===== src/rtl/ex_mem_pipe_reg_pkg.sv =====
// ============================================================================
// Module : ex_mem_pipe_reg_pkg
// Brief  : Shared widths, payload width helper and skid-slot state encodings.
// Rev    : 1.0
// ============================================================================
`default_nettype none

package ex_mem_pipe_reg_pkg;

  localparam int XLEN_DEF = 32;
  localparam int RD_W_DEF = 5;
  localparam int PAYLOAD_W_DEF = 3 * XLEN_DEF + RD_W_DEF + 4;

  localparam logic [1:0] EMPTY = 2'd0;
  localparam logic [1:0] ONE   = 2'd1;
  localparam logic [1:0] FULL  = 2'd2;

  typedef struct packed {
    logic taken;
    logic we;
    logic ld;
    logic str;
  } ctrl_t;

  function automatic int payload_w(input int xlen, input int rd_w);
    return 3 * xlen + rd_w + 4;
  endfunction

endpackage

`default_nettype wire


===== src/rtl/ex_mem_pipe_reg_if.sv =====
// ============================================================================
// Module : ex_mem_pipe_reg_if
// Brief  : Valid/ready pipeline bus carrying the EX->MEM payload.
// Rev    : 1.0
// ============================================================================
`default_nettype none

interface ex_mem_pipe_reg_if
  import ex_mem_pipe_reg_pkg::*;
#(
  parameter int XLEN = XLEN_DEF,
  parameter int RD_W = RD_W_DEF
) ();

  logic            valid;
  logic            ready;
  logic [XLEN-1:0] alu_out;
  logic [XLEN-1:0] a2;
  logic [XLEN-1:0] b2;
  logic [RD_W-1:0] rd;
  logic            taken;
  logic            we;
  logic            ld;
  logic            str;

  modport master (
    output valid, alu_out, a2, b2, rd, taken, we, ld, str,
    input  ready
  );

  modport slave (
    input  valid, alu_out, a2, b2, rd, taken, we, ld, str,
    output ready
  );

endinterface

`default_nettype wire


===== src/rtl/ex_mem_pipe_reg_slot.sv =====
// ============================================================================
// Module : ex_mem_pipe_reg_slot
// Brief  : One pipeline entry: valid bit plus payload, with load and clear.
// Rev    : 1.0
// ============================================================================
`default_nettype none

module ex_mem_pipe_reg_slot #(
  parameter int W = 8
) (
  input  logic         clk,
  input  logic         rst_n,
  input  logic         load_i,
  input  logic         clear_i,
  input  logic [W-1:0] data_i,
  output logic         valid_o,
  output logic [W-1:0] data_o
);

  logic         valid_q, valid_d;
  logic [W-1:0] data_q, data_d;

  // Clear only drops the valid bit; the payload keeps its last value.
  always_comb begin
    valid_d = valid_q;
    data_d  = data_q;
    if (clear_i) begin
      valid_d = 1'b0;
    end else if (load_i) begin
      valid_d = 1'b1;
      data_d  = data_i;
    end
  end

  always_ff @(posedge clk or negedge rst_n) begin
    if (!rst_n) begin
      valid_q <= 1'b0;
      data_q  <= '0;
    end else begin
      valid_q <= valid_d;
      data_q  <= data_d;
    end
  end

  assign valid_o = valid_q;
  assign data_o  = data_q;

endmodule

`default_nettype wire


===== src/rtl/ex_mem_pipe_reg.sv =====
// ============================================================================
// Module : ex_mem_pipe_reg
// Brief  : EX->MEM pipeline register with valid/ready, flush and a saturating
//          stall counter. Define EX_MEM_SKID_EN for a registered-ready skid slot.
// Rev    : 1.0
// ============================================================================
`default_nettype none

module ex_mem_pipe_reg
  import ex_mem_pipe_reg_pkg::*;
#(
  parameter int XLEN        = XLEN_DEF,
  parameter int RD_W        = RD_W_DEF,
  parameter int STALL_CNT_W = 16
) (
  input  logic                   clk,
  input  logic                   rst_n,
  input  logic                   flush_i,
  ex_mem_pipe_reg_if.slave       ex_s,
  ex_mem_pipe_reg_if.master      mem_m,
  output logic [STALL_CNT_W-1:0] stall_cnt_o
);

  localparam int PW = payload_w(XLEN, RD_W);

  logic [PW-1:0]          w_ex_pl;
  logic [PW-1:0]          w_main_pl;
  logic                   w_main_valid;
  logic                   w_ex_ready;
  logic                   w_accept;
  logic                   w_consume;
  logic                   w_main_ld;
  logic                   w_main_clr;
  ctrl_t                  w_ctrl;
  logic [STALL_CNT_W-1:0] stall_cnt_q, stall_cnt_d;

  assign w_ex_pl   = {ex_s.alu_out, ex_s.a2, ex_s.b2, ex_s.rd,
                      ex_s.taken, ex_s.we, ex_s.ld, ex_s.str};
  assign w_accept  = ex_s.valid & w_ex_ready;
  assign w_consume = w_main_valid & mem_m.ready;
  assign ex_s.ready = w_ex_ready;

`ifdef EX_MEM_SKID_EN
  logic          w_skid_valid;
  logic [PW-1:0] w_skid_pl;
  logic [PW-1:0] w_main_d;
  logic [1:0]    w_state;
  logic          w_skid_ld, w_skid_clr, w_main_from_skid;

  // The slot valid bits are the state register: main is always the oldest.
  assign w_state    = w_skid_valid ? FULL : (w_main_valid ? ONE : EMPTY);
  assign w_ex_ready = !flush_i && (w_state != FULL);

  always_comb begin
    w_main_ld        = 1'b0;
    w_main_clr       = 1'b0;
    w_skid_ld        = 1'b0;
    w_skid_clr       = 1'b0;
    w_main_from_skid = 1'b0;
    if (flush_i) begin
      w_main_clr = 1'b1;
      w_skid_clr = 1'b1;
    end else begin
      case (w_state)
        EMPTY: w_main_ld = w_accept;
        ONE: begin
          if (w_accept && !w_consume)      w_skid_ld  = 1'b1;
          else if (w_accept && w_consume)  w_main_ld  = 1'b1;
          else if (w_consume)              w_main_clr = 1'b1;
        end
        FULL: begin
          if (w_consume) begin
            w_main_ld        = 1'b1;
            w_main_from_skid = 1'b1;
            w_skid_clr       = 1'b1;
          end
        end
        default: begin
          w_main_clr = 1'b1;
          w_skid_clr = 1'b1;
        end
      endcase
    end
  end

  assign w_main_d = w_main_from_skid ? w_skid_pl : w_ex_pl;

  ex_mem_pipe_reg_slot #(.W(PW)) u_skid (
    .clk     (clk),
    .rst_n   (rst_n),
    .load_i  (w_skid_ld),
    .clear_i (w_skid_clr),
    .data_i  (w_ex_pl),
    .valid_o (w_skid_valid),
    .data_o  (w_skid_pl)
  );
`else
  logic [PW-1:0] w_main_d;

  assign w_ex_ready = !flush_i && (!w_main_valid || mem_m.ready);
  assign w_main_ld  = w_accept;
  assign w_main_clr = flush_i || (w_consume && !w_accept);
  assign w_main_d   = w_ex_pl;
`endif

  ex_mem_pipe_reg_slot #(.W(PW)) u_main (
    .clk     (clk),
    .rst_n   (rst_n),
    .load_i  (w_main_ld),
    .clear_i (w_main_clr),
    .data_i  (w_main_d),
    .valid_o (w_main_valid),
    .data_o  (w_main_pl)
  );

  assign w_ctrl        = ctrl_t'(w_main_pl[3:0]);
  assign mem_m.valid   = w_main_valid;
  assign mem_m.alu_out = w_main_pl[PW-1 -: XLEN];
  assign mem_m.a2      = w_main_pl[PW-1-XLEN -: XLEN];
  assign mem_m.b2      = w_main_pl[RD_W+4 +: XLEN];
  assign mem_m.rd      = w_main_pl[4 +: RD_W];
  assign mem_m.taken   = w_ctrl.taken & w_main_valid;
  assign mem_m.we      = w_ctrl.we    & w_main_valid;
  assign mem_m.ld      = w_ctrl.ld    & w_main_valid;
  assign mem_m.str     = w_ctrl.str   & w_main_valid;

  // Flush leaves the counter alone; only reset clears it.
  assign stall_cnt_d = (w_main_valid && !mem_m.ready && (stall_cnt_q != '1))
                     ? stall_cnt_q + {{(STALL_CNT_W-1){1'b0}}, 1'b1}
                     : stall_cnt_q;

  always_ff @(posedge clk or negedge rst_n) begin
    if (!rst_n) stall_cnt_q <= '0;
    else        stall_cnt_q <= stall_cnt_d;
  end

  assign stall_cnt_o = stall_cnt_q;

endmodule

`default_nettype wire


===== src/flat_wrapper.sv =====
// flat-port wrapper written by rule: the top's interface ports become plain ports
module ex_mem_pipe_reg_flat import ex_mem_pipe_reg_pkg::*;
#(
  parameter int XLEN        = XLEN_DEF,
  parameter int RD_W        = RD_W_DEF,
  parameter int STALL_CNT_W = 16
)
  (clk, rst_n, flush_i, stall_cnt_o, ex_s_valid, ex_s_alu_out, ex_s_a2, ex_s_b2, ex_s_rd, ex_s_taken, ex_s_we, ex_s_ld, ex_s_str, ex_s_ready, mem_m_valid, mem_m_alu_out, mem_m_a2, mem_m_b2, mem_m_rd, mem_m_taken, mem_m_we, mem_m_ld, mem_m_str, mem_m_ready);
  ex_mem_pipe_reg_if #(.XLEN(XLEN), .RD_W(RD_W)) ex_s_i ();
  ex_mem_pipe_reg_if #(.XLEN(XLEN), .RD_W(RD_W)) mem_m_i ();
  input  logic clk;
  input  logic rst_n;
  input  logic flush_i;
  output logic [STALL_CNT_W-1:0] stall_cnt_o;
  input wire logic [$bits(ex_s_i.valid)-1:0] ex_s_valid;
  input wire logic [$bits(ex_s_i.alu_out)-1:0] ex_s_alu_out;
  input wire logic [$bits(ex_s_i.a2)-1:0] ex_s_a2;
  input wire logic [$bits(ex_s_i.b2)-1:0] ex_s_b2;
  input wire logic [$bits(ex_s_i.rd)-1:0] ex_s_rd;
  input wire logic [$bits(ex_s_i.taken)-1:0] ex_s_taken;
  input wire logic [$bits(ex_s_i.we)-1:0] ex_s_we;
  input wire logic [$bits(ex_s_i.ld)-1:0] ex_s_ld;
  input wire logic [$bits(ex_s_i.str)-1:0] ex_s_str;
  output wire logic [$bits(ex_s_i.ready)-1:0] ex_s_ready;
  output wire logic [$bits(mem_m_i.valid)-1:0] mem_m_valid;
  output wire logic [$bits(mem_m_i.alu_out)-1:0] mem_m_alu_out;
  output wire logic [$bits(mem_m_i.a2)-1:0] mem_m_a2;
  output wire logic [$bits(mem_m_i.b2)-1:0] mem_m_b2;
  output wire logic [$bits(mem_m_i.rd)-1:0] mem_m_rd;
  output wire logic [$bits(mem_m_i.taken)-1:0] mem_m_taken;
  output wire logic [$bits(mem_m_i.we)-1:0] mem_m_we;
  output wire logic [$bits(mem_m_i.ld)-1:0] mem_m_ld;
  output wire logic [$bits(mem_m_i.str)-1:0] mem_m_str;
  input wire logic [$bits(mem_m_i.ready)-1:0] mem_m_ready;
  assign ex_s_i.valid = ex_s_valid;
  assign ex_s_i.alu_out = ex_s_alu_out;
  assign ex_s_i.a2 = ex_s_a2;
  assign ex_s_i.b2 = ex_s_b2;
  assign ex_s_i.rd = ex_s_rd;
  assign ex_s_i.taken = ex_s_taken;
  assign ex_s_i.we = ex_s_we;
  assign ex_s_i.ld = ex_s_ld;
  assign ex_s_i.str = ex_s_str;
  assign ex_s_ready = ex_s_i.ready;
  assign mem_m_valid = mem_m_i.valid;
  assign mem_m_alu_out = mem_m_i.alu_out;
  assign mem_m_a2 = mem_m_i.a2;
  assign mem_m_b2 = mem_m_i.b2;
  assign mem_m_rd = mem_m_i.rd;
  assign mem_m_taken = mem_m_i.taken;
  assign mem_m_we = mem_m_i.we;
  assign mem_m_ld = mem_m_i.ld;
  assign mem_m_str = mem_m_i.str;
  assign mem_m_i.ready = mem_m_ready;
  ex_mem_pipe_reg #(.XLEN(XLEN), .RD_W(RD_W), .STALL_CNT_W(STALL_CNT_W)) u_core (.clk(clk), .rst_n(rst_n), .flush_i(flush_i), .ex_s(ex_s_i), .mem_m(mem_m_i), .stall_cnt_o(stall_cnt_o));
endmodule

===== config.mk =====
export PLATFORM = sky130hd
export DESIGN_NAME = ex_mem_pipe_reg_flat
export DESIGN_NICKNAME = d
export VERILOG_FILES = /design/src/rtl/ex_mem_pipe_reg_pkg.sv /design/src/rtl/ex_mem_pipe_reg_if.sv /design/src/rtl/ex_mem_pipe_reg_slot.sv /design/src/rtl/ex_mem_pipe_reg.sv /design/src/flat_wrapper.sv
export SDC_FILE = /design/constraint.sdc
export NUM_CORES = 1
export LEC_CHECK = 0
export ABC_AREA = 1
export ABC_CLOCK_PERIOD_IN_PS = 2800
export CORE_MARGIN = 4
export CORE_UTILIZATION = 48
export DETAILED_ROUTE_END_ITERATION = 10
export HOLD_SLACK_MARGIN = 0.03
export PLACE_DENSITY = 0.87
export SYNTH_ARGS = -nofsm -noshare
export SYNTH_HDL_FRONTEND = slang
export SYNTH_SLANG_ARGS = --single-unit

===== constraint.sdc =====
create_clock -name clk -period 2.8 [get_ports clk]
set_input_delay 0.56 -clock clk [delete_from_list [all_inputs] [get_ports clk]]
set_output_delay 0.56 -clock clk [all_outputs]
set_load 0.05 [all_outputs]

==> results.toml <==
[timing]
slew_headroom = 0.618
max_slew.worst_pin.slew_ns = 0.571
final.setup_skew_ns = 0.00509
finalHoldViolCount = 0
fmaxAchievable_mhz = 417
post-route-period-util = 0.857
hold_ws_ns = 0.138
period_needed_ns = 2.40
fin_tns_setup_ns = 0
setup_viol_count_final = 0
report.final.slew_viol_count = 0
postLayoutSetupSlackWorst_ns = 0.400
grt_setup_unrepaired = "no"

[clocking]
cts.sink_count = 122
cts.hold.buffers_added = 0
cts.repair_timing.setup_buffer_count = 0
clkLatencyLatePin_ns = 0.41
path_clk_slew_ns = 0.06
htreeDepth = 4
cts_made_buffers = 17
cts_tree = "done"
clockBufferDepth = 2
cts_resized = 0
ctsRootBufferMaster = "clkbuf_16"

[power]
power.share.sequential = 0.334
p_int_uw = 4220
power.clock.fraction = 0.349
netSwitchingFraction = 0.358
total_switching_power_uw = 2350
power.density_mw_per_mm2 = 791
share_comb_of_total_power = 0.317
p_leak_uw = 0.00399
vdd_ir_drop_max_v = 0.000577

[yosys]
synth.ff_latch_count = 122
synth_top_area_share = 0.507
syn_avg_cell_area_sq_um = 8.43
async_flop_share = 1.00
largest_family_of_logic_cells_by_synthesized_area = "simple AND/OR/NAND/NOR gates"
post-synth-top-area-cell = "dfrtp_1"
synth_area_sq_mm = 0.00602
netlist_top_cells_count = "nand2_1 (275), dfrtp_1 (122), nand3_1 (115)"
ys.flop_type = "dfrtp_1"
synth.area.mux_share = 0
synth-adder-area-share = 0.00208
synth.most_common_cell = "nand2_1"
synth.distinct_cells = 25
synth_xor_area_frac = 0.00727
yosys_warnings = 0
cell_types_occupying_the_most_area_after_synthesis = "dfrtp_1 (51%), nand2_1 (17%), buf_4 (13%)"
synth_enable_flop_cells = 0
synth_seq_area_share = 0.507
synth_compound_area_frac = 0.00644
synth_fp_nets = 825
yosys.area_share.simple = 0.303
postSynthCellCount = 714

[worst_setup_path]
cp_max_fo = 6
timing.critical_path.arrival_ns = 1.84
path_class = "flop to output pin"
critical_path_data_required_time_ns = 2.24
worst_setup_end_kind = "output pin"
critical_path_startpoint_category = "flop"

[layout]
num-fill-cells = 985
final-seq-area_sq_mm = 0.00305
multi_input_area_sq_mm = 0.00192
fin_nets = 946
layout-area-overhead-vs-synth_pct = 38.1
fin_area_sq_mm = 0.00831
share_of_post_route_cells_with_drive_strength_above_1 = 0.0649
n_antenna_cell = 0

[global_route]
maximum_number_of_pins_on_one_net_before_global_route_repair = 73
antenna_violations_before_repair = 0
grt_use_total = 0.225
wire_length_of_the_first_global_routing_pass_um = 25600
grt_pass1_vias = 5128
global_route.overflow_total = 0

[route]
vias = 4996
route.detailed.wl_per_inst_um = 15.7
totalWireLength_um = 15900
detail_route.first_pass.iterations = 4
1st_iter_drt_viols = 303
detail_route.vias_per_cell = 4.92
drc = 0
drtAntennaViolNets = 0

[die]
die_width_um = 120
coreArea_sq_mm = 0.0122
ios = 233
rows = 40
effective_utilization_at_floorplan = 0.495
dieArea_sq_mm = 0.0144
die_height_um = 120

[placement]
placed_cell_area_sq_mm = 0.00769
hpwl_um = 11000
port-buffer-count = 232
finalWeightedCongestion = 0.886
place_ws_ns = 0.448

[run]
maxCapViolCount = 0

[hold_path]
hold_path.class = "input port to async pin"

[status]
outcome = "complete, no violations"
[per-stage QoR]
| stage | cells | power [uW] | utilization |
|---|---|---|---|
| after CTS | 1016 | 6630 | 0.684 |
| after floorplan | 714 | 3790 | - |
| after global placement | 984 | 4270 | 0.632 |
| final | 1016 | 6570 | 0.684 |
| after detailed placement | 984 | 4310 | 0.632 |
| after global routing | 1016 | 6850 | 0.684 |
[kinds of logic (layout without fill, tap and decap cells)]
kind of cell | Yosys count | count (layout)
buffers and inverters | 157 | 291
XOR/XNOR | 5 | 5
flip-flops | 122 | 122
adder cells (fa/ha/maj) | 1 | 1
AO/OA/AOI/OAI | 7 | 7
AND/OR/NAND/NOR | 422 | 422
[placed cells by master (no fill, tap or decap), types with 3 or more instances in the layout]
master | synthesis | layout
clkinv_2 | 1 | 4
buf_12 | 0 | 5
clkinvlp_4 | 0 | 4
bufinv_16 | 0 | 4
nand3_1 | 115 | 115
buf_4 | 102 | 5
xnor2_1 | 4 | 4
clkbuf_16 | 0 | 17
dfrtp_1 | 122 | 122
clkinv_4 | 0 | 3
nand4_1 | 4 | 4
nand2_1 | 275 | 275
clkdlybuf4s50_1 | 0 | 229
nand2_4 | 3 | 3
inv_1 | 18 | 18
o21ai_1 | 4 | 4
nor2_1 | 16 | 16
[routing by layer]
metal	wire length [um]	GRT usage
met5	0	0
met4	440	0.0945
met3	1380	0.0721
met2	7970	0.383
met1	6120	0.262
[worst paths after layout]
check	start	end	slack [ns]	cells past startpoint
min in group clk	u_core.u_main.data_o[31]	u_core.u_main.data_o[31]	0.47	2
min reg2reg	u_core.u_main.data_o[31]	u_core.u_main.data_o[31]	0.47	2
min	rst_n	u_core.u_main.data_o[32]	0.14	2
max reg2reg	u_core.stall_cnt_o[0]	u_core.stall_cnt_o[3]	0.99	8
max in group asynchronous	rst_n	u_core.stall_cnt_o[12]	2.29	2
max	u_core.u_main.valid_o	mem_m_we	0.40	3
[state kept, by name, indices dropped and copies added (netlist names)]
| name | flops |
|---|---|
| u_core.stall_cnt_o | 16 |
| u_core.u_main.data_o | 105 |
| u_core.u_main.valid_o | 1 |
[power by group through the flow]
stage | Combinational (uW) | Clock [uW] | Sequential [uW]
after floorplan | 1490 | 0 | 2300
after global routing | 2190 | 2420 | 2240
final | 2080 | 2290 | 2200
after CTS | 2100 | 2330 | 2200
after detailed placement | 2090 | 0 | 2220
after global placement | 2060 | 0 | 2210
[area by class of cell]
cell class	instances	share of cell area
well taps	168	0.0253
inverters	20	0.00918
clock inverters	15	0.0241
repair buffers	239	0.292
multi-input cells	435	0.231
clock buffers	17	0.0512
flip-flops and latches	122	0.367
[critical path: stages (launching register included)]
cell and delay (ns):
dfrtp_1 0.47, nand2_1 0.10, inv_1 0.06, clkdlybuf4s50_1 0.81
Note: power is estimated with default switching activity, not from simulation.
